[config.mk]
export PLATFORM = sky130hd
export DESIGN_NAME = npu_host_feeder_flat
export DESIGN_NICKNAME = d
export VERILOG_FILES = /design/src/rtl/npu_pkg.sv /design/src/rtl/npu_host_feeder_if.sv /design/src/rtl/npu_result_capture.sv /design/src/rtl/npu_host_feeder.sv /design/src/flat_wrapper.sv
export SDC_FILE = /design/constraint.sdc
export NUM_CORES = 1
export LEC_CHECK = 0
export ABC_AREA = 1
export CELL_PAD_IN_SITES_DETAIL_PLACEMENT = 2
export CELL_PAD_IN_SITES_GLOBAL_PLACEMENT = 2
export CORE_MARGIN = 1
export CORE_UTILIZATION = 29
export DETAILED_ROUTE_END_ITERATION = 8
export PLACE_DENSITY_LB_ADDON = 0.2
export SYNTH_ARGS = -nofsm -noshare
export SYNTH_HDL_FRONTEND = slang
export SYNTH_SLANG_ARGS = --single-unit
[constraint.sdc]
create_clock -name clk -period 7.2 [get_ports clk]
set_input_delay 1.08 -clock clk [delete_from_list [all_inputs] [get_ports clk]]
set_output_delay 1.08 -clock clk [all_outputs]
set_load 0.005 [all_outputs]
[src/rtl/npu_pkg.sv]
// Shared definitions for the NPU host-side feeder and the NPU word bus:
// sequencer state encoding, load-frame geometry and default field widths.
package npu_pkg;

    localparam int NPU_DW     = 32;
    localparam int NPU_NCNT_W = 5;
    localparam int NPU_WCNT_W = 12;

    localparam int CFG_WORDS   = 6;
    localparam int LEAD_CYCLES = 1;

    typedef enum logic [2:0] {
        ST_IDLE,
        ST_LEAD,
        ST_CFG,
        ST_WGT,
        ST_INP,
        ST_CALC,
        ST_OUT,
        ST_FIN
    } feeder_state_t;

endpackage

[src/rtl/npu_host_feeder_if.sv]
// Shared NPU word bus (we/oe plus split tri-state data) between the host
// feeder (master) and the NPU-side bus attachment (slave).
interface npu_host_feeder_if
    import npu_pkg::*;
#(
    parameter int DW = NPU_DW
);

    logic          npu_we;
    logic          npu_oe;
    logic [DW-1:0] npu_data_out;
    logic          npu_data_drv;
    logic [DW-1:0] npu_data_in;

    modport master (
        output npu_we,
        output npu_oe,
        output npu_data_out,
        output npu_data_drv,
        input  npu_data_in
    );

    modport slave (
        input  npu_we,
        input  npu_oe,
        input  npu_data_out,
        input  npu_data_drv,
        output npu_data_in
    );

endinterface

[src/rtl/npu_result_capture.sv]
// Captures the NPU output neurons during oe cycles and turns them into a
// result stream, flagging the final neuron of each data set.
module npu_result_capture
    import npu_pkg::*;
#(
    parameter int DW     = NPU_DW,
    parameter int NCNT_W = NPU_NCNT_W
) (
    input  logic              clk,
    input  logic              rst,
    input  logic              i_clear,
    input  logic              i_oe,
    input  logic [NCNT_W-1:0] i_num_out,
    input  logic [DW-1:0]     i_data_in,
    output logic [DW-1:0]     o_res_data,
    output logic              o_res_valid,
    output logic              o_res_last
);

    logic [NCNT_W-1:0] r_ocnt;
    logic [DW-1:0]     r_res_data;
    logic              r_res_valid;
    logic              r_res_last;
    logic              w_last;

    assign w_last = (r_ocnt == i_num_out);

    // i_oe is the registered bus oe, so sampling here is the end of the oe cycle
    always_ff @(posedge clk or posedge rst) begin
        if (rst) begin
            r_ocnt      <= '0;
            r_res_data  <= '0;
            r_res_valid <= 1'b0;
            r_res_last  <= 1'b0;
        end else begin
            r_res_valid <= i_oe;
            r_res_last  <= i_oe && w_last;
            if (i_oe) begin
                r_res_data <= i_data_in;
            end
            if (i_clear) begin
                r_ocnt <= '0;
            end else if (i_oe) begin
                r_ocnt <= w_last ? '0 : r_ocnt + NCNT_W'(1);
            end
        end
    end

    assign o_res_data  = r_res_data;
    assign o_res_valid = r_res_valid;
    assign o_res_last  = r_res_last;

endmodule

[src/rtl/npu_host_feeder.sv]
// Host-side sequencer for the NPU word bus: per data set drives lead, config,
// weight and input words, waits the calculation time, then reads the outputs.
module npu_host_feeder
    import npu_pkg::*;
#(
    parameter int DW     = NPU_DW,
    parameter int WCNT_W = NPU_WCNT_W,
    parameter int NCNT_W = NPU_NCNT_W,
    parameter int SET_W  = 17,
    parameter int CALC_W = 8
) (
    input  logic               clk,
    input  logic               rst,
    input  logic               start,
    input  logic [1:0]         cfg_num_layers,
    input  logic [NCNT_W-1:0]  cfg_num_in,
    input  logic [NCNT_W-1:0]  cfg_num_h1,
    input  logic [NCNT_W-1:0]  cfg_num_h2,
    input  logic [NCNT_W-1:0]  cfg_num_out,
    input  logic [1:0]         cfg_act,
    input  logic [WCNT_W-1:0]  cfg_num_w,
    input  logic [CALC_W-1:0]  cfg_calc_cycles,
    input  logic [SET_W-1:0]   cfg_num_sets,
    input  logic [DW-1:0]      src_data,
    input  logic               src_valid,
    output logic               src_ready,
    npu_host_feeder_if.master  bus,
    output logic [DW-1:0]      res_data,
    output logic               res_valid,
    output logic               res_last,
    output logic               busy,
    output logic               done,
    output logic               err_underrun
);

    localparam int CNT_W = WCNT_W + 1;
    localparam logic [CNT_W-1:0] C_ONE       = CNT_W'(1);
    localparam logic [CNT_W-1:0] C_LEAD_LAST = CNT_W'(LEAD_CYCLES - 1);
    localparam logic [CNT_W-1:0] C_CFG_LAST  = CNT_W'(CFG_WORDS - 1);

    feeder_state_t     r_state;
    feeder_state_t     w_nxt_state;
    logic [CNT_W-1:0]  r_cnt;
    logic [CNT_W-1:0]  w_nxt_cnt;
    logic [SET_W-1:0]  r_set;
    logic [SET_W-1:0]  w_set_inc;
    logic              w_set_adv;
    logic              w_underrun;
    logic              w_start;

    logic [1:0]        r_layers;
    logic [NCNT_W-1:0] r_in;
    logic [NCNT_W-1:0] r_h1;
    logic [NCNT_W-1:0] r_h2;
    logic [NCNT_W-1:0] r_out;
    logic [1:0]        r_act;
    logic [WCNT_W-1:0] r_num_w;
    logic [CALC_W-1:0] r_calc;
    logic [SET_W-1:0]  r_sets;

    logic              r_we;
    logic              r_oe;
    logic              r_drv;
    logic [DW-1:0]     r_data;
    logic              r_ready;
    logic              r_busy;
    logic              r_done;
    logic              r_err;

    logic              w_nxt_we;
    logic              w_nxt_oe;
    logic              w_nxt_drv;
    logic              w_nxt_ready;
    logic [DW-1:0]     w_nxt_data;

    logic [CNT_W-1:0]  w_wgt_last;
    logic [CNT_W-1:0]  w_inp_last;
    logic [CNT_W-1:0]  w_calc_last;
    logic [CNT_W-1:0]  w_out_last;

    assign w_start     = (r_state == ST_IDLE) && start;
    assign w_set_inc   = r_set + SET_W'(1);
    assign w_wgt_last  = CNT_W'(r_num_w) - C_ONE;
    assign w_inp_last  = CNT_W'(r_in);
    assign w_calc_last = CNT_W'(r_calc) - C_ONE;
    assign w_out_last  = CNT_W'(r_out);

    always_comb begin
        w_nxt_state = r_state;
        w_nxt_cnt   = r_cnt + C_ONE;
        w_set_adv   = 1'b0;
        w_underrun  = 1'b0;
        case (r_state)
            ST_IDLE: begin
                w_nxt_cnt = '0;
                if (start) w_nxt_state = ST_LEAD;
            end
            ST_LEAD: if (r_cnt == C_LEAD_LAST) begin
                w_nxt_state = ST_CFG;
                w_nxt_cnt   = '0;
            end
            ST_CFG: if (r_cnt == C_CFG_LAST) begin
                w_nxt_state = ST_WGT;
                w_nxt_cnt   = '0;
            end
            ST_WGT: if (r_cnt == w_wgt_last) begin
                w_nxt_state = ST_INP;
                w_nxt_cnt   = '0;
            end
            ST_INP: if (r_cnt == w_inp_last) begin
                w_nxt_state = (r_calc == '0) ? ST_OUT : ST_CALC;
                w_nxt_cnt   = '0;
            end
            ST_CALC: if (r_cnt == w_calc_last) begin
                w_nxt_state = ST_OUT;
                w_nxt_cnt   = '0;
            end
            ST_OUT: if (r_cnt == w_out_last) begin
                w_set_adv   = 1'b1;
                w_nxt_state = (w_set_inc < r_sets) ? ST_LEAD : ST_FIN;
                w_nxt_cnt   = '0;
            end
            ST_FIN: begin
                w_nxt_state = ST_IDLE;
                w_nxt_cnt   = '0;
            end
            default: begin
                w_nxt_state = ST_IDLE;
                w_nxt_cnt   = '0;
            end
        endcase
        // An unserved handshake abandons the whole run; no retry of the frame
        if (r_ready && !src_valid) begin
            w_underrun  = 1'b1;
            w_nxt_state = ST_FIN;
            w_nxt_cnt   = '0;
        end
    end

    // Bus outputs are registered from the state being entered, so the word for
    // a cycle is already on the bus when that cycle begins.
    always_comb begin
        w_nxt_we    = (w_nxt_state == ST_LEAD) || (w_nxt_state == ST_CFG) ||
                      (w_nxt_state == ST_WGT)  || (w_nxt_state == ST_INP);
        w_nxt_drv   = (w_nxt_state == ST_CFG) || (w_nxt_state == ST_WGT) ||
                      (w_nxt_state == ST_INP);
        w_nxt_oe    = (w_nxt_state == ST_OUT);
        w_nxt_ready = ((w_nxt_state == ST_CFG) && (w_nxt_cnt == C_CFG_LAST)) ||
                      (w_nxt_state == ST_WGT) ||
                      ((w_nxt_state == ST_INP) && (w_nxt_cnt != w_inp_last));
        w_nxt_data  = '0;
        case (w_nxt_state)
            ST_CFG: begin
                case (w_nxt_cnt[2:0])
                    3'd0:    w_nxt_data = DW'(r_layers);
                    3'd1:    w_nxt_data = DW'(r_in);
                    3'd2:    w_nxt_data = DW'(r_h1);
                    3'd3:    w_nxt_data = DW'(r_h2);
                    3'd4:    w_nxt_data = DW'(r_out);
                    3'd5:    w_nxt_data = DW'(r_act);
                    default: w_nxt_data = '0;
                endcase
            end
            ST_WGT, ST_INP: w_nxt_data = src_data;
            default:        w_nxt_data = '0;
        endcase
    end

    always_ff @(posedge clk or posedge rst) begin
        if (rst) begin
            r_state  <= ST_IDLE;
            r_cnt    <= '0;
            r_set    <= '0;
            r_we     <= 1'b0;
            r_oe     <= 1'b0;
            r_drv    <= 1'b0;
            r_data   <= '0;
            r_ready  <= 1'b0;
            r_busy   <= 1'b0;
            r_done   <= 1'b0;
            r_err    <= 1'b0;
            r_layers <= '0;
            r_in     <= '0;
            r_h1     <= '0;
            r_h2     <= '0;
            r_out    <= '0;
            r_act    <= '0;
            r_num_w  <= '0;
            r_calc   <= '0;
            r_sets   <= '0;
        end else begin
            r_state <= w_nxt_state;
            r_cnt   <= w_nxt_cnt;
            r_we    <= w_nxt_we;
            r_oe    <= w_nxt_oe;
            r_drv   <= w_nxt_drv;
            r_data  <= w_nxt_data;
            r_ready <= w_nxt_ready;
            r_busy  <= (w_nxt_state != ST_IDLE);
            r_done  <= (w_nxt_state == ST_FIN);
            if (w_start) begin
                r_layers <= cfg_num_layers;
                r_in     <= cfg_num_in;
                r_h1     <= cfg_num_h1;
                r_h2     <= cfg_num_h2;
                r_out    <= cfg_num_out;
                r_act    <= cfg_act;
                r_num_w  <= cfg_num_w;
                r_calc   <= cfg_calc_cycles;
                r_sets   <= cfg_num_sets;
                r_set    <= '0;
                r_err    <= 1'b0;
            end else begin
                if (w_underrun) r_err <= 1'b1;
                if (w_set_adv)  r_set <= w_set_inc;
            end
        end
    end

    npu_result_capture #(
        .DW     (DW),
        .NCNT_W (NCNT_W)
    ) u_capture (
        .clk         (clk),
        .rst         (rst),
        .i_clear     (w_start),
        .i_oe        (r_oe),
        .i_num_out   (r_out),
        .i_data_in   (bus.npu_data_in),
        .o_res_data  (res_data),
        .o_res_valid (res_valid),
        .o_res_last  (res_last)
    );

    assign bus.npu_we       = r_we;
    assign bus.npu_oe       = r_oe;
    assign bus.npu_data_drv = r_drv;
    assign bus.npu_data_out = r_data;
    assign src_ready        = r_ready;
    assign busy             = r_busy;
    assign done             = r_done;
    assign err_underrun     = r_err;

    a_we_oe_exclusive: assert property (@(posedge clk) disable iff (rst) !(r_we && r_oe));
    a_drv_needs_we:    assert property (@(posedge clk) disable iff (rst) r_drv |-> r_we);

endmodule

[src/flat_wrapper.sv]
// flat-port wrapper written by rule: the top's interface ports become plain ports
module npu_host_feeder_flat import npu_pkg::*;
#(
    parameter int DW     = NPU_DW,
    parameter int WCNT_W = NPU_WCNT_W,
    parameter int NCNT_W = NPU_NCNT_W,
    parameter int SET_W  = 17,
    parameter int CALC_W = 8
)
  (clk, rst, start, cfg_num_layers, cfg_num_in, cfg_num_h1, cfg_num_h2, cfg_num_out, cfg_act, cfg_num_w, cfg_calc_cycles, cfg_num_sets, src_data, src_valid, src_ready, res_data, res_valid, res_last, busy, done, err_underrun, bus_npu_we, bus_npu_oe, bus_npu_data_out, bus_npu_data_drv, bus_npu_data_in);
  npu_host_feeder_if #(.DW(DW)) bus_i ();
  input  logic clk;
  input  logic rst;
  input  logic start;
  input  logic [1:0] cfg_num_layers;
  input  logic [NCNT_W-1:0] cfg_num_in;
  input  logic [NCNT_W-1:0] cfg_num_h1;
  input  logic [NCNT_W-1:0] cfg_num_h2;
  input  logic [NCNT_W-1:0] cfg_num_out;
  input  logic [1:0] cfg_act;
  input  logic [WCNT_W-1:0] cfg_num_w;
  input  logic [CALC_W-1:0] cfg_calc_cycles;
  input  logic [SET_W-1:0] cfg_num_sets;
  input  logic [DW-1:0] src_data;
  input  logic src_valid;
  output logic src_ready;
  output logic [DW-1:0] res_data;
  output logic res_valid;
  output logic res_last;
  output logic busy;
  output logic done;
  output logic err_underrun;
  output wire logic [$bits(bus_i.npu_we)-1:0] bus_npu_we;
  output wire logic [$bits(bus_i.npu_oe)-1:0] bus_npu_oe;
  output wire logic [$bits(bus_i.npu_data_out)-1:0] bus_npu_data_out;
  output wire logic [$bits(bus_i.npu_data_drv)-1:0] bus_npu_data_drv;
  input wire logic [$bits(bus_i.npu_data_in)-1:0] bus_npu_data_in;
  assign bus_npu_we = bus_i.npu_we;
  assign bus_npu_oe = bus_i.npu_oe;
  assign bus_npu_data_out = bus_i.npu_data_out;
  assign bus_npu_data_drv = bus_i.npu_data_drv;
  assign bus_i.npu_data_in = bus_npu_data_in;
  npu_host_feeder #(.DW(DW), .WCNT_W(WCNT_W), .NCNT_W(NCNT_W), .SET_W(SET_W), .CALC_W(CALC_W)) u_core (.clk(clk), .rst(rst), .start(start), .cfg_num_layers(cfg_num_layers), .cfg_num_in(cfg_num_in), .cfg_num_h1(cfg_num_h1), .cfg_num_h2(cfg_num_h2), .cfg_num_out(cfg_num_out), .cfg_act(cfg_act), .cfg_num_w(cfg_num_w), .cfg_calc_cycles(cfg_calc_cycles), .cfg_num_sets(cfg_num_sets), .src_data(src_data), .src_valid(src_valid), .src_ready(src_ready), .bus(bus_i), .res_data(res_data), .res_valid(res_valid), .res_last(res_last), .busy(busy), .done(done), .err_underrun(err_underrun));
endmodule
Word level (Yosys, flattened, before mapping)
Index checks and enable logic that the tools add are counted.
{"block": "classes", "add_sub_neg": 5, "order_cmp": 1, "n_eq_ne": 26, "muxes": 31, "n_reduce_logical": 23}
{"op": "13-bit 2-to-1 mux", "n": 7}
{"op": "13-bit one-hot mux with 7 select lines", "n": 1}
{"op": "32-bit one-hot mux with 2 select lines", "n": 1}
{"op": "17-bit 2-to-1 mux", "n": 2}
{"op": "5-bit one-hot mux with 6 select lines", "n": 1}
{"op": "3-bit equality test (second input constant)", "n": 9}
{"op": "3-bit 2-to-1 mux", "n": 9}
{"op": "13-bit equality test", "n": 2}
{"op": "13-bit by 3-bit equality test with 1-bit output (second input constant)", "n": 2}
{"op": "13-bit by 5-bit equality test with 1-bit output", "n": 2}
{"op": "3-bit one-hot mux with 8 select lines", "n": 1}
{"op": "3-bit by 2-bit equality test with 1-bit output (second input constant)", "n": 6}
{"op": "17-bit by 1-bit adder with 17-bit output (second input constant)", "n": 1}
{"op": "17-bit < comparator", "n": 1}
{"op": "5-bit 2-to-1 mux", "n": 3}
{"op": "13-bit by 1-bit adder with 13-bit output (second input constant)", "n": 1}
{"op": "13-bit zero test", "n": 1}
{"op": "13-bit by 5-bit != test with 1-bit output", "n": 1}
{"op": "12-bit by 1-bit subtractor with 13-bit output (second input constant)", "n": 1}
{"op": "3-bit by 1-bit equality test with 1-bit output (second input constant)", "n": 3}
{"op": "8-bit by 1-bit subtractor with 9-bit output (second input constant)", "n": 1}
{"op": "8-bit zero test", "n": 1}
{"op": "1-bit logical OR", "n": 7}
{"op": "3-bit zero test", "n": 2}
{"op": "other kinds (9)", "n": 20}
{"block": "totals", "regBits": 172, "in_bits": 129, "out_inout_bits": 73, "word_cells": 110}

Logic depth before layout (Yosys ltp)
Gate-level depths: netlist of run 1.
{"block": "depth", "depth_word": 10, "ltp_mapped": 28, "depth_no_buf": 27}

By module
From an unflattened synthesis of run 1, not the netlist that was laid out.
{"block": "unflattened", "hier_cells": 1182, "area_unflattened_um2": 9251.4}
{"mod": "npu_host_feeder", "instances": 1, "cells_per_inst": 992, "area_each_um2": 7654.8}
{"mod": "npu_result_capture", "instances": 1, "cells_per_inst": 190, "area_each_um2": 1596.5}

Least setup slack after synthesis of run 1
OpenSTA, ideal clock, no wires.
{"block": "synth_path", "path_kind": "flip-flop to flip-flop", "start": "reg u_core.r_set[0]", "end": "reg u_core.r_data[11] (netlist: u_core.bus.npu_data_out[11])", "arrival_ns": 3.200, "required_ns": 7.084, "slack_ns": 3.885, "path_stages_with_launch": 21, "path_buffers": 1, "synth_period_minus_slack_ns": 3.315, "cell_sequence": "dfrtp_1 > ha_1 > nand2_1 > nor4_1 > nand2_1 > nor2_1 > nand4_1 > nor3_1 > xor2_1 > ha_1 > a21oi_1 > o21ai_0 > nor2_1 > nand3_1 > o21ai_2 > nand4_4 > inv_1 > nand2_4 > nand2_8 > buf_6 > nor2_2"}
{"block": "synth_via", "elab_chain_len": 9}
{"element": "start: declaration", "line_no": "npu_host_feeder.sv:45", "text": "logic [SET_W-1:0] r_set;"}
{"element": "start signal: assignment", "line_no": "npu_host_feeder.sv:215", "text": "if (w_set_adv) r_set <= w_set_inc;"}
{"element": "17-bit by 1-bit adder with 17-bit output (*)", "line_no": "npu_host_feeder.sv:82", "text": "assign w_set_inc = r_set + SET_W'(1);"}
{"element": "17-bit < comparator (*)", "line_no": "npu_host_feeder.sv:120", "text": "w_nxt_state = (w_set_inc < r_sets) ? ST_LEAD : ST_FIN;"}
{"element": "3-bit 2-to-1 mux (*)", "line_no": "npu_host_feeder.sv:120"}
{"element": "3-bit 2-to-1 mux (*)", "line_no": "npu_host_feeder.sv:118", "text": "ST_OUT: if (r_cnt == w_out_last) begin"}
{"element": "3-bit one-hot mux with 8 select lines (*)", "line_no": "npu_host_feeder.sv:93", "text": "case (r_state)"}
{"element": "3-bit 2-to-1 mux (*)", "line_no": "npu_host_feeder.sv:133", "text": "if (r_ready && !src_valid) begin"}
{"element": "via u_core.w_nxt_state[2]", "line_no": "npu_host_feeder.sv:42", "text": "feeder_state_t w_nxt_state;"}
{"element": "3-bit equality test or 3-bit by 2-bit equality test with 1-bit output (tied branches)", "line_no": "npu_host_feeder.sv:152", "text": "case (w_nxt_state)"}
{"element": "2-bit OR reduction", "line_no": "npu_host_feeder.sv:152"}
{"element": "32-bit one-hot mux with 2 select lines (*)", "line_no": "npu_host_feeder.sv:152"}
{"element": "via u_core.w_nxt_data[11]", "line_no": "npu_host_feeder.sv:74", "text": "logic [DW-1:0] w_nxt_data;"}
{"element": "end signal: assignment", "line_no": "npu_host_feeder.sv:197", "text": "r_data <= w_nxt_data;"}
{"element": "end: declaration", "line_no": "npu_host_feeder.sv:64", "text": "logic [DW-1:0] r_data;"}
The timed path passes the listed nets; every way through them passes the cells marked *.
A chain may end at the register's enable or synchronous reset.

Worst setup path in the final report of run 1
{"block": "layout_path", "start": "reg u_core.r_set[0]", "end": "reg u_core.r_drv (netlist: u_core.bus.npu_data_drv)"}
{"block": "layout_via", "elab_chain_len": 9}
{"element": "17-bit by 1-bit adder with 17-bit output (*)", "line_no": "npu_host_feeder.sv:82"}
{"element": "17-bit < comparator (*)", "line_no": "npu_host_feeder.sv:120"}
{"element": "3-bit 2-to-1 mux (*)", "line_no": "npu_host_feeder.sv:120"}
{"element": "3-bit 2-to-1 mux (*)", "line_no": "npu_host_feeder.sv:118"}
{"element": "3-bit one-hot mux with 8 select lines (*)", "line_no": "npu_host_feeder.sv:93"}
{"element": "3-bit 2-to-1 mux (*)", "line_no": "npu_host_feeder.sv:133"}
{"element": "via u_core.w_nxt_state[1]", "line_no": "npu_host_feeder.sv:42"}
{"element": "3-bit by 2-bit equality test with 1-bit output", "line_no": "npu_host_feeder.sv:145", "text": "w_nxt_drv = (w_nxt_state == ST_CFG) || (w_nxt_state == ST_WGT) ||"}
{"element": "1-bit logical OR", "line_no": "npu_host_feeder.sv:145"}
{"element": "1-bit logical OR (*)", "line_no": "npu_host_feeder.sv:145"}
{"element": "via u_core.w_nxt_drv", "line_no": "npu_host_feeder.sv:72", "text": "logic w_nxt_drv;"}
{"element": "end signal: assignment", "line_no": "npu_host_feeder.sv:196", "text": "r_drv <= w_nxt_drv;"}
{"element": "end: declaration", "line_no": "npu_host_feeder.sv:63", "text": "logic r_drv;"}
Marks and branches as above.

==> implementation parameters, run 1 <==
Parameter                              Value

Worst hold path
  HP Class    reg2reg
  Hold Startpoint    u_core.u_capture.o_res_data[14]$_DFFE_PP0P_

CTS
  Number of buffers inserted by hold repair at cts    0
  Clock slew seen by the registers of the worst setup and hold paths    80 ps
  Clock tree root buffer cell    clkbuf_16
  Number of buffers on the longest clock path    2
  Number of H-tree levels    4
  CTS-repair resized insts    0
  Number of sinks driven by the clock tree    172
  CTS tree    yes
  Skew-Pair Late Insertion Delay    450 ps
  Total setup buffers inserted after CTS    0
  CTS Buf Count    17

Timing
  Shortest clock period the worst path allows after layout    4117 ps
  Maximum clock frequency    242.9 MHz
  Final setup vio count    0
  Setup repair after global routing missed its margin    no
  Worst-case clock skew    13.32 ps
  Actual slew at the worst max-slew pin    770.2 ps
  Worst slew margin relative to its limit    0.4853
  Setup total negative slack    0 ps
  Max Transition Viols Final    0
  Final hold violations    0
  Fraction of the cycle the final worst path needs    0.5718

Critical path
  Worst reg-to-reg path cell count    23
  Critical register-to-register path startpoint    u_core.r_set[0]$_DFFE_PP0P_
  Endpoint of the most critical setup path    u_core.bus.npu_data_drv$_DFF_PP0_
  Worst setup path startpoint    u_core.r_set[0]$_DFFE_PP0P_
  Crit path max fanout    28
  Crit path capture type    flop
  Critical path class    reg2reg
  Reg2reg end    u_core.bus.npu_data_drv$_DFF_PP0_
  Required time of the critical path    7500 ps
  Worst reg2reg setup slack    3080 ps
  Startpoint kind of the worst setup timing path    flop
  WP data arrival    4420 ps

Floorplanning
  DIE AREA    0.03187 mm^2
  Width of the die    178.5 um
  Area of the core    0.03059 mm^2
  Starting density of the core    0.2954
  Row cnt    64
  Vert. Die Dim    178.5 um
  I/O pin count    202

Cells and area
  Diode insertion count for antenna repair    0
  Fraction of layout instances using a drive strength above 1    0.06377
  Layout overhead on the synthesized area    33.14%
  Leading cell type in the layout, fill and taps excluded    nand2_1
  Commonest cells after routing, fill and taps aside    nand2_1, clkdlybuf4s50_1, dfrtp_1, inv_1, nor2_1
  Net count reported at finish    1519
  Final Non-Filler Cells    1776
  Utilization of the core after routing    0.3934

Drt
  Count of routing violations after the opening detailed-route iteration    266
  Routed Wire Length    29640 um
  DRC violations left    0
  Vias per cell    4.675
  First drt pass iteration count    4
  Total number of vias    8303
  Antenna-violating nets left    0
  Average wire per cell in the routed design    16.69 um

Pwr
  Power density relative to cell area    407.4 mW/mm^2
  Power, Total    0.004902 W
  Reported leakage power    5.923 nW
  Worst supply voltage drop on vdd    0.0002082 V

Placed design
  DP Cell Count    1744
  Total half-perimeter wirelength after legalization and detailed placement    22680 um
  Number of I/O port buffers    201
  RePlAce Congestion    0.8035

Global route
  Pin count of the biggest net entering global routing    71
  Gr usage total    0.1949
  Remaining global-route overflow    0
  Via count of the first global-routing pass    9086
  Antenna violations before repair    0
  First-pass GRT wire length    47950 um

Yosys
  Yosys warnings    0
  Mapped Area    0.009037 mm^2
  Synth cell types    39
  Nets in the synthesized netlist    1326
  Average instance area after synthesis    7.698 um^2
  Sequential share of the synthesized area    0.4763
  Synth Instances    1174
  Flip-flop and latch count after synthesis    172

Run
  # Max-Cap Violations    0

Run status
  Result of the run    completed
report_power, final:
part | leakage, nW | internal (W) | switching (W)
clock network | 0.284 | 0.000502 | 0.000459
registers | 2.19 | 0.00136 | 0.000256
logic | 3.45 | 0.000911 | 0.00142
total | 5.92 | 0.00277 | 0.00213
worst min path at each step:
stage	end	slack, ps	cells after the start
floorplan	u_core.u_capture.o_res_valid$_DFF_PP0_	390	0
global placement	u_core.u_capture.o_res_data[14]$_DFFE_PP0P_	450	2
detailed placement	u_core.u_capture.o_res_data[14]$_DFFE_PP0P_	460	2
CTS	u_core.u_capture.o_res_data[14]$_DFFE_PP0P_	480	2
global route	u_core.u_capture.o_res_data[21]$_DFFE_PP0P_	510	2
finish	u_core.u_capture.o_res_data[14]$_DFFE_PP0P_	470	2
cells in the mapped netlist:
master,number,area share
o21bai_1,2,0.0017
nor4_1,3,0.0021
dfrtp_1,172,0.48
nor2_4,4,0.0050
xor2_1,27,0.026
clkbuf_1,23,0.0096
inv_1,168,0.070
o2111ai_1,1,0.00097
nand4_1,22,0.015
a22o_1,3,0.0029
ha_1,23,0.032
a2111oi_0,1,0.00097
xnor2_1,12,0.012
nand3_2,2,0.0022
nand2_2,5,0.0035
nand3_1,62,0.034
nand3b_1,3,0.0025
nand2_8,2,0.0044
o22ai_1,12,0.0083
o31ai_1,1,0.00083
inv_2,4,0.0017
nor2_1,113,0.047
buf_4,1,0.00083
o211ai_1,3,0.0025
buf_6,1,0.0012
nand2_1,363,0.15
buf_2,7,0.0039
nor3_1,13,0.0072
clkinv_1,3,0.0012
nand4_4,1,0.0024
o21ai_2,1,0.00097
buf_8,1,0.0017
or4_1,1,0.00083
nand2_4,1,0.0012
a21oi_1,14,0.0078
o21ai_0,70,0.039
nor2_2,25,0.017
or2_2,3,0.0021
a31oi_1,1,0.00069
registers in the layout (all words and copies together), names as in the netlist, 8 cells and up:
name,cells
u_core.r_set,17
u_core.r_cnt,13
u_core.r_num_w,12
u_core.r_calc,8
u_core.r_sets,17
u_core.u_capture.o_res_data,32
u_core.bus.npu_data_out,32
cell families after synthesis:
logic type / Yosys count / synth area share
compound gates: 109 / 0.06632
buf+inv: 208 / 0.08985
flops: 172 / 0.4763
simple gates: 623 / 0.2979
fa+ha+maj: 23 / 0.03184
xor+xnor: 39 / 0.03780
through the flow:
step                      setup WS (ps)  hold WS [ps]  instance area (um^2)
after floorplan                    1460         394.1                  9037
final                              3083         472.6                 12030
after CTS                          2978         478.7                 12030
after global placement             3236         452.1                 11440
after detailed placement           3009         461.5                 11440
after global routing               2551         513.5                 12030
worst max-delay path: stages (launching register included):
cell,delay (ps)
dfrtp_1,410
ha_1,200
nand2_1,110
nor4_1,250
nand2_1,140
nor2_1,150
nand4_1,190
nor3_1,230
xor2_1,220
ha_1,270
nand2_1,90
inv_1,50
nand3_1,80
a21oi_1,50
nor2_1,100
nand3_1,200
o21ai_2,260
nand3_2,160
nor2_1,110
inv_1,70
nand2_1,120
nand2_4,110
nand2_8,250
o21ai_0,130
cell type report:
class | instances | area, um^2
tap | 396 | 495.5
inverter | 175 | 661.9
sequential | 172 | 4304
timing repair buffer | 207 | 2057
multi-input combinational | 794 | 3921
clock inverter | 14 | 153.9
clock buffer | 18 | 439.2
fill | 3520 | 18560
per-layer routing:
layer / vias to the layer above / share of wire / track usage
li1: 4025 / - / -
met1: 4136 / 0.42 / 0.2304
met2: 119 / 0.52 / 0.3513
met3: 23 / 0.043 / 0.04327
met4: 0 / 0.014 / 0.05332
met5: - / 0 / 0
No activity file was read; power rests on OpenSTA's default activity.
==> run 2: changes to the inputs <==
==> constraint.sdc (replaced) <==
create_clock -name clk -period 4 [get_ports clk]
set_input_delay 0.6 -clock clk [delete_from_list [all_inputs] [get_ports clk]]
set_output_delay 0.6 -clock clk [all_outputs]
set_load 0.005 [all_outputs]
==> implementation parameters, run 2 (synthesis gave the netlist of run 1 again) <==
Parameter                              Value

Run status
  Result of the run    completed

Timing
  Shortest clock period the worst path allows after layout    3828 ps (-288.6 ps)
  Final setup slack of the worst path    171.7 ps (-2911 ps)
  Final setup vio count    0 (unchanged)
  Worst slew margin relative to its limit    0.3311 (-0.1542)
  Max Transition Viols Final    0 (unchanged)
  Worst-case clock skew    14.33 ps (+1.010 ps)
  Actual slew at the worst max-slew pin    1003 ps (+233.2 ps)
  Fraction of the cycle the final worst path needs    0.9571 (+0.3853)
  Final hold violations    0 (unchanged)
  Maximum clock frequency    261.2 MHz (+7.5%)

Cells and area
  Leading cell type in the layout, fill and taps excluded    nand2_1
  Fraction of layout instances using a drive strength above 1    0.09297 (+0.02921)
  Net count reported at finish    1548 (+1.9%)
  Layout overhead on the synthesized area    36.91%
  Filler cell count    3497 (-0.65%)
  Final Non-Filler Cells    1805 (+1.6%)
  Utilization of the core after routing    0.4045 (+0.01112)
  Commonest cells after routing, fill and taps aside    nand2_1, clkdlybuf4s50_1, dfrtp_1, inv_1, nor2_1
  Diode insertion count for antenna repair    0 (unchanged)
  Post-route cell area    0.01237 mm^2 (+2.8%)

Critical path
  Crit path capture type    flop
  Required time of the critical path    4370 ps (-3130 ps)
  Slowest cell delay on critical path    400 ps (about the same)
  Critical path class    reg2reg
  Worst reg2reg setup slack    170 ps (-2910 ps)
  CP max-delay cell    dfrtp_1
  WP data arrival    4200 ps (-220 ps)
  Startpoint kind of the worst setup timing path    flop
  Crit path max fanout    8 (-71%)
  CP Cell Sequence    ha_2 > nand2_2 > nor4_4 > nand2_1 > nor2_2 > nand4_1 > nor3_2 > xor2_1 > ha_1 > nand2_2 > inv_1 > nand3_1 > a21oi_1 > nor2_1 > nand3_2 > o21ai_2 > nand3_2 > buf_4 > nor2_4 > inv_4 > nand2_8 > nand2_8 > buf_12 > nor2_1
  Kind of cell adding the most delay to the critical path    simple AND/OR/NAND/NOR gates
  Total buffers and inverters traversed by the critical path    4 (+2)

CTS
  Number of buffers on the longest clock path    2 (unchanged)
  Skew-Pair Late Insertion Delay    450 ps (about the same)
  Number of H-tree levels    4 (unchanged)
  CTS Buf Count    17 (unchanged)
  Number of buffers inserted by hold repair at cts    0 (unchanged)
  Number of sinks driven by the clock tree    172 (unchanged)
  Clock slew seen by the registers of the worst setup and hold paths    70 ps (about the same)
  CTS tree    yes
  Clock tree root buffer cell    clkbuf_16

Placed design
  Area of placed instances    0.01154 mm^2 (+0.92%)
  DP Cell Count    1753 (+0.52%)
  Total half-perimeter wirelength after legalization and detailed placement    22890 um (+0.94%)
  Number of I/O port buffers    201 (unchanged)
  Dpl ws    -122.7 ps (-3131 ps)
  RePlAce Congestion    0.8014 (-0.26%)

Pwr
  Fraction of power consumed by sequential logic    0.311 (-0.018)
  Power density relative to cell area    760.6 mW/mm^2 (+87%)
  Worst supply voltage drop on vdd    0.0003552 V (+71%)
  Reported leakage power    6.122 nW (+3.4%)
  Power, Total    0.009411 W (+92%)
  Net switching component of the power    0.004030 W (+89%)
  Cell internal power dissipation    0.005380 W (+94%)
  Clock share of power    0.185 (-0.011)
  Comb power frac    0.504 (+0.029)
  Switching part of the total power    0.4283 (-0.006425)

Floorplanning
  Row cnt    64 (unchanged)
  Area of the core    0.03059 mm^2 (unchanged)
  Vert. Die Dim    178.5 um (unchanged)
  DIE AREA    0.03187 mm^2 (unchanged)
  I/O pin count    202 (unchanged)
  Starting density of the core    0.2954 (unchanged)
  Width of the die    178.5 um (unchanged)

Global route
  Gr usage total    0.1972 (+0.002349)
  Pin count of the biggest net entering global routing    173 (+140%)
  First-pass GRT wire length    48400 um (+0.95%)
  Remaining global-route overflow    0 (unchanged)
  Via count of the first global-routing pass    9136 (+0.55%)
  Antenna violations before repair    0 (unchanged)

Drt
  DRC violations left    0 (unchanged)
  Average wire per cell in the routed design    17.11 um (+2.5%)
  Vias per cell    4.678 (about the same)
  Total number of vias    8444 (+1.7%)
  Count of routing violations after the opening detailed-route iteration    354 (+33%)
  Antenna-violating nets left    0 (unchanged)
  First drt pass iteration count    5 (+1)
  Routed Wire Length    30890 um (+4.2%)

Run
  # Max-Cap Violations    0 (unchanged)

Worst hold path
  HP Class    reg2reg
[run 2: changes by cell type in the layout (fill, tap and decap cells not counted), moves of 2 or more]
cell     before  now
nand3_1      62   59
nor2_1      113  110
nand3_2       2    5
buf_12        0    4
inv_6         4    6
nor2_2       25   28
buf_4         6   30
nor3_1       13   11
nand2_2       5    8
nand2_1     363  360
[run 2: power by group through the flow]
stage	Clock, W	Sequential (W)	Combinational, W
final	0.00174	0.00293	0.00474
after global routing	0.00185	0.00301	0.00535
after CTS	0.00179	0.00295	0.00455
after detailed placement	0	0.00297	0.00448
after global placement	0	0.00292	0.00429
after floorplan	0	0.00283	0.00268
[run 2: path summary, 6_finish.rpt]
| path | cells after the start | to | from |
|---|---|---|---|
| min | 2 | u_core.u_capture.o_res_data[30]$_DFFE_PP0P_ | u_core.u_capture.o_res_data[30]$_DFFE_PP0P_ |
| max in group asynchronous | 3 | u_core.bus.npu_data_out[14]$_DFF_PP0_ | rst |
| min in group asynchronous | 3 | u_core.r_sets[6]$_DFFE_PP0P_ | rst |
| max | 24 | u_core.bus.npu_data_out[31]$_DFF_PP0_ | u_core.r_set[0]$_DFFE_PP0P_ |
| min reg2reg | 2 | u_core.u_capture.o_res_data[30]$_DFFE_PP0P_ | u_core.u_capture.o_res_data[30]$_DFFE_PP0P_ |
| max reg2reg | 24 | u_core.bus.npu_data_out[31]$_DFF_PP0_ | u_core.r_set[0]$_DFFE_PP0P_ |
[run 2: metal layers]
| metal | wire length [um] | part of all wire | track usage |
|---|---|---|---|
| met1 | 13160 | 0.43 | 0.2416 |
| met2 | 16130 | 0.52 | 0.3524 |
| met4 | 451 | 0.015 | 0.04944 |
| met3 | 1146 | 0.037 | 0.03730 |
| met5 | 0 | 0 | 0 |
[run 2: what timing repair did]
| action | 4_1_cts | 5_1_grt |
|---|---|---|
| cloned | 0 | 0 |
| pin swaps | 3 | 16 |
| resized for setup | 7 | 11 |
| buffers inserted | 3 | 17 |
| endpoints found under the setup margin | 34 | 38 |
| endpoints found under the hold margin | 0 | 0 |
[run 2: worst register-to-register path, stage by stage, from the launching register on]
cell and delay (ps):
dfrtp_1 400, ha_2 220, nand2_2 100, nor4_4 170, nand2_1 130, nor2_2 170, nand4_1 200, nor3_2 250
xor2_1 230, ha_1 310, nand2_2 100, inv_1 40, nand3_1 80, a21oi_1 50, nor2_1 140, nand3_2 130
o21ai_2 180, nand3_2 100, buf_4 160, nor2_4 140, inv_4 70, nand2_8 70, nand2_8 80, buf_12 150
nor2_1 100
[run 2: per-stage QoR]
| stage | TNS, ps | hold slack [ps] |
|---|---|---|
| global route | -3141 | 488.6 |
| finish | 0 | 468.1 |
| CTS | 0 | 476.5 |
| global placement | 0 | 452.8 |
| floorplan | 0 | 394.1 |
| detailed placement | -1989 | 457.3 |
[run 2: final cells by class]
cell class	count	area (um^2)	area share
clock buffer	19	452.9	0.03661
clock inverter	13	142.6	0.01153
inverter	175	664.4	0.05370
multi-input combinational	794	3985	0.3221
sequential	172	4304	0.3479
tap	396	495.5	0.04004
timing repair buffer	236	2328	0.1882
